File: src/rtl/mt9v_capture_ctrl.sv
// MT9V frame capture sequencer: arms on request, aligns to a clean frame start,
// emits a qualified pixel stream with coordinates and frame/line markers, and
// checks each captured frame's geometry against the configured resolution.
module mt9v_capture_ctrl #(
  parameter int unsigned H_ACTIVE = 752,
  parameter int unsigned V_ACTIVE = 480,
  parameter int unsigned X_W      = 10,
  parameter int unsigned Y_W      = 9
) (
  input  logic           pclk,
  input  logic           rst_n,
  input  logic [7:0]     data_in,
  input  logic           fm_in,
  input  logic           ln_in,
  input  logic           cap_req,
  input  logic           cap_cont,
  input  logic           abort,
  output logic [7:0]     pix_data,
  output logic           pix_valid,
  output logic [X_W-1:0] pix_x,
  output logic [Y_W-1:0] pix_y,
  output logic           sof,
  output logic           eol,
  output logic           eof,
  output logic           busy,
  output logic           err_hlen,
  output logic           err_vlen
);

  localparam logic [X_W-1:0] XMax = X_W'(H_ACTIVE);
  localparam logic [Y_W-1:0] YMax = Y_W'(V_ACTIVE);

  typedef enum logic [1:0] {StIdle, StWaitGap, StWaitSof, StActive} state_e;

  state_e         state_q, state_d;
  logic [X_W-1:0] x_q, x_d;
  logic [Y_W-1:0] y_q, y_d;
  logic           ln_prev_q, fm_prev_q;
  logic           err_hlen_q, err_hlen_d;
  logic           err_vlen_q, err_vlen_d;
  logic [7:0]     pix_data_q, pix_data_d;
  logic [X_W-1:0] pix_x_q, pix_x_d;
  logic [Y_W-1:0] pix_y_q, pix_y_d;
  logic           pix_valid_q, pix_valid_d;
  logic           sof_q, sof_d;
  logic           eol_q, eol_d;
  logic           eof_q, eof_d;
  logic           busy_q;

  logic           ln_fall, fm_fall, pix_acc;
  logic [Y_W-1:0] y_line;

  assign ln_fall = ln_prev_q & ~ln_in;
  assign fm_fall = fm_prev_q & ~fm_in;
  assign pix_acc = fm_in & ln_in;

  // Next-state, counters, error flags and registered output values.
  always_comb begin
    state_d     = state_q;
    x_d         = x_q;
    y_d         = y_q;
    err_hlen_d  = err_hlen_q;
    err_vlen_d  = err_vlen_q;
    pix_data_d  = pix_data_q;
    pix_x_d     = pix_x_q;
    pix_y_d     = pix_y_q;
    pix_valid_d = 1'b0;
    sof_d       = 1'b0;
    eol_d       = 1'b0;
    eof_d       = 1'b0;
    y_line      = y_q;

    if (abort) begin
      state_d = StIdle;
    end else begin
      case (state_q)
        StIdle: begin
          if (cap_req) begin
            state_d    = StWaitGap;
            err_hlen_d = 1'b0;
            err_vlen_d = 1'b0;
          end
        end
        // Never start mid-frame: wait for frame valid to drop first.
        StWaitGap: begin
          if (!fm_in) state_d = StWaitSof;
        end
        StWaitSof: begin
          x_d = '0;
          y_d = '0;
          if (fm_in) state_d = StActive;
        end
        StActive: begin
          if (pix_acc) begin
            if (x_q < XMax && y_q < YMax) begin
              pix_valid_d = 1'b1;
              pix_data_d  = data_in;
              pix_x_d     = x_q;
              pix_y_d     = y_q;
              sof_d       = (x_q == '0) && (y_q == '0);
            end
            if (x_q >= XMax) err_hlen_d = 1'b1;
            if (y_q >= YMax) err_vlen_d = 1'b1;
            if (x_q < XMax) x_d = x_q + 1'b1;
          end
          // Line is counted before the frame-end line check when both fall together.
          if (ln_fall) begin
            eol_d = 1'b1;
            if (x_q != XMax) err_hlen_d = 1'b1;
            x_d = '0;
            if (y_q < YMax) y_line = y_q + 1'b1;
            y_d = y_line;
          end
          if (fm_fall) begin
            eof_d = 1'b1;
            if (y_line != YMax) err_vlen_d = 1'b1;
            state_d = cap_cont ? StWaitSof : StIdle;
          end
        end
        default: state_d = StIdle;
      endcase
    end
  end

  // State, counters and output registers with synchronous active-low reset.
  always_ff @(posedge pclk) begin
    if (!rst_n) begin
      state_q     <= StIdle;
      x_q         <= '0;
      y_q         <= '0;
      ln_prev_q   <= 1'b0;
      fm_prev_q   <= 1'b0;
      err_hlen_q  <= 1'b0;
      err_vlen_q  <= 1'b0;
      pix_data_q  <= '0;
      pix_x_q     <= '0;
      pix_y_q     <= '0;
      pix_valid_q <= 1'b0;
      sof_q       <= 1'b0;
      eol_q       <= 1'b0;
      eof_q       <= 1'b0;
      busy_q      <= 1'b0;
    end else begin
      state_q     <= state_d;
      x_q         <= x_d;
      y_q         <= y_d;
      ln_prev_q   <= ln_in;
      fm_prev_q   <= fm_in;
      err_hlen_q  <= err_hlen_d;
      err_vlen_q  <= err_vlen_d;
      pix_data_q  <= pix_data_d;
      pix_x_q     <= pix_x_d;
      pix_y_q     <= pix_y_d;
      pix_valid_q <= pix_valid_d;
      sof_q       <= sof_d;
      eol_q       <= eol_d;
      eof_q       <= eof_d;
      busy_q      <= (state_q != StIdle);
    end
  end

  assign pix_data  = pix_data_q;
  assign pix_valid = pix_valid_q;
  assign pix_x     = pix_x_q;
  assign pix_y     = pix_y_q;
  assign sof       = sof_q;
  assign eol       = eol_q;
  assign eof       = eof_q;
  assign busy      = busy_q;
  assign err_hlen  = err_hlen_q;
  assign err_vlen  = err_vlen_q;

endmodule

File: config.mk
export PLATFORM = sky130hd
export DESIGN_NAME = mt9v_capture_ctrl
export DESIGN_NICKNAME = d
export VERILOG_FILES = /design/src/rtl/mt9v_capture_ctrl.sv
export SDC_FILE = /design/constraint.sdc
export NUM_CORES = 1
export LEC_CHECK = 0
export ABC_AREA = 1
export CAP_MARGIN = 15
export CELL_PAD_IN_SITES_DETAIL_PLACEMENT = 2
export CELL_PAD_IN_SITES_GLOBAL_PLACEMENT = 2
export CORE_ASPECT_RATIO = 0.6
export CORE_UTILIZATION = 29
export DETAILED_ROUTE_END_ITERATION = 6
export GPL_ROUTABILITY_DRIVEN = 1
export PLACE_DENSITY_LB_ADDON = 0.08
export REMOVE_ABC_BUFFERS = 1
export SYNTH_ARGS = -nofsm -noshare
export SYNTH_HDL_FRONTEND = slang
export SYNTH_SLANG_ARGS = --single-unit
File: constraint.sdc
create_clock -name pclk -period 2.1 [get_ports pclk]
set_clock_uncertainty 0.1 [all_clocks]
set_input_delay 0.42 -clock pclk [delete_from_list [all_inputs] [get_ports pclk]]
set_output_delay 0.42 -clock pclk [all_outputs]
set_load 0.05 [all_outputs]
==> key figures <==
Synth
  – Number of flops mapped to enable cells by yosys: 0
  – Post-synthesis instance area: 2670 um^2
  – Top post-synthesis cells by area: dfxtp_1 (43%), nand2_1 (8.0%), nor2_1 (6.9%), inv_1 (6.1%), ha_1 (4.2%)
  – Proportion of synthesized flip-flops having asynchronous set or reset: 0
  – Ranking of synthesized cells by instance count: dfxtp_1 (57), nand2_1 (57), nor2_1 (49)
  – Synth top area share: 0.428
  – Area leader, netlist: dfxtp_1
  – Synthesis-stage register bit count: 57
  – Distinct cell type count of the synthesized netlist: 36
  – Total of warnings raised by yosys: 0
  – Avg Cell Area, Syn: 7.60 um^2
  – Predominant post-synthesis flop cell: dfxtp_1
  – Sequential cell area fraction in the yosys report: 0.428
  – Cells after Synth: around 350

Global route
  – First-pass GRT wire length: 15,600 um
  – Pin count of the biggest net entering global routing: 16
  – Met1 usage in global routing: 0.285
  – Met2 track utilization from global routing: 0.329
  – Number of global-route vias before repair: around 3,000
  – Gr usage total: 0.211
  – M3 GR Usage: 0.0611
  – Gr busiest metal: met2
  – Remaining global-route overflow: 0
  – Initial antenna violation count: 0

Floorplan
  – Chip width: about 130 um
  – Io pins: 49
  – CORE AREA: 8720 um^2
  – Row cnt: 26
  – Area enclosed by the die boundary: 9590 um^2
  – Die height: 76.3 um
  – Starting Density: 0.306

Worst setup path
  – Worst stage delay on the critical path: about 0.82 ns
  – Critical Path, Cell by Cell: clkdlybuf4s50_1
  – CP delay by family, top: buffers and inverters
  – Type of element capturing the critical path: output port
  – Data arrival time of the worst path: between 1.5 and 2 ns
  – Buffer and inverter count on the worst path: 1
  – Crit Path Max Fanout: 2
  – Crit path launch type: flip-flop
  – Worst Path Class, Setup: reg -> out
  – Worst path slowest cell: clkdlybuf4s50_1
  – Worst EP required: 1.58 ns

Min path
  – Min-delay worst type: in -> reg

Drt
  – Routed WL per cell: between 15 and 20 um
  – Routed via count: 2,691
  – Count of TritonRoute iterations in the first routing pass: 4
  – ANT nets after route: 0
  – Iter 0 DRT Violations: 73
  – Drt total wl: ~9400 um
  – Via count normalized by instance count: 4.88
  – Post-detailed-route DRC marker count: 0

Clock network
  – Num CTS Buffers: 9
  – Clock sink total: 57
  – Source-to-sink clock delay at the later pin of the worst-skew pair: 0.33 ns
  – H-Tree Level Count: 3
  – Worst-path clk slew: 0.05 ns
  – CTS tree: built
  – CTS Buffer Depth: 2
  – CTS root buffer: clkbuf_16
  – Hold-fix buffer count after cts: 0

Timing
  – TNS Setup: 0 ns
  – Post-layout min period: 2.04 ns
  – Final critical-path share of the clock period: 0.971
  – Actual slew at the worst max-slew pin: 0.543 ns
  – Setup slack after layout: 0.0600 ns
  – RSZ-0062 raised after global routing: false
  – Total setup violations reported at the end of the flow: 0
  – Rel. slew slack: 0.637
  – Count of endpoints failing hold in the final timing report: 0
  – WHS: 0.318 ns
  – F_max: 490 MHz
  – Pins over their slew limit: 0

Layout
  – Area grow syn2layout: 42.3%
  – Final net count: about 460
  – Fraction of final layout cells with drive strength greater than 1: 0.185
  – Final Util: 0.435
  – Total inserted antenna cells: 0

Flow run
  – Max cap viols: 0

Power
  – Peak supply drop: 0.478 mV
  – Standby leakage power: ~1.6 nW
  – Cell area power density: between 600 and 700 nW/um^2

Placed design
  – Half-perimeter wire length after placement: 7050 um
  – Setup Slack @ Placement: -0.231 ns
  – RD Place Congestion: approximately 0.84
  – Total of buffers placed on input and output ports: 48

Run status
  – Status: completed
-- worst paths after layout --
path / depth (start not counted) / slack (ns) / start / endpoint
min reg2reg: 2 / 0.37 / err_vlen / err_vlen
min: 3 / 0.32 / ln_in / ln_prev_q
max reg2reg: 9 / 0.12 / state_q[0] / sof
max: 1 / 0.06 / pix_y[5] / pix_y[5]
-- sequential cells by signal, indices dropped and copies added (netlist names) --
| name | count |
|---|---|
| x_q | 10 |
| y_q | 9 |
| pix_x | 10 |
| pix_y | 9 |
| eol | 1 |
| state_q | 2 |
| ln_prev_q | 1 |
| sof | 1 |
| err_hlen | 1 |
| fm_prev_q | 1 |
| pix_valid | 1 |
| eof | 1 |
| pix_data | 8 |
| err_vlen | 1 |
| busy | 1 |
-- per-layer routing --
metal	vias up	wire, um
met3	8	359
met1	1315	4810
met4	0	84
met5	-	0
li1	1322	-
met2	46	4130
-- cell usage in the layout, fill, tap and decap left out, drive strengths merged, types with 3 or more instances in the layout --
cell type / instances
a211oi: 3
a21oi: 32
a22oi: 3
buf: 34
clkbuf: 12
clkdlybuf4s50: 47
clkinv: 4
dfxtp: 57
ha: 9
inv: 45
nand2: 61
nand3: 21
nand4: 5
nor2: 51
nor3: 9
o21ai: 36
-- cells by family (layout without fill, tap and decap cells) --
family	count (synthesis)	after routing	synth area share
AND/OR/NAND/NOR	148	148	0.247
AO/OA/AOI/OAI	81	81	0.192
flip-flops	57	57	0.428
buffers and inverters	56	144	0.0906
adder cells (fa/ha/maj)	9	9	0.0422
-- area by class of cell --
| type | count | area [um^2] |
|---|---|---|
| flip-flops and latches | 57 | 1140 |
| fillers | 1016 | 4920 |
| clock buffers | 12 | 236 |
| well taps | 112 | 140 |
| inverters | 46 | 176 |
| clock inverters | 4 | 20.0 |
| repair buffers | 82 | 776 |
| multi-input cells | 238 | 1310 |
-- report_power, final --
| part | leakage [nW] | internal (mW) | switching, mW | total, mW |
|---|---|---|---|---|
| Combinational | 0.962 | 0.0627 | 0.0860 | 0.149 |
| Clock | 0.130 | 0.789 | 0.507 | 1.30 |
| Sequential | 0.460 | 1.09 | 0.00439 | 1.09 |
-- through the flow --
| stage | instances | power, mW | cell area (um^2) |
|---|---|---|---|
| 4_1_cts | 551 | 2.57 | 3770 |
| 2_1_floorplan | 341 | 1.17 | 2600 |
| 5_1_grt | 551 | 2.63 | 3790 |
| 3_5_place_dp | 535 | 1.26 | 3510 |
| 3_3_place_gp | 535 | 1.26 | 3510 |
| 6_report | 551 | 2.54 | 3790 |
-- what timing repair did --
action | 4_1_cts | 5_1_grt
setup endpoints to repair | 3 | 6
resized for setup | 1 | 8
setup buffers | 0 | 0
pin swaps | 0 | 1
Note: power is estimated with default switching activity, not from simulation.
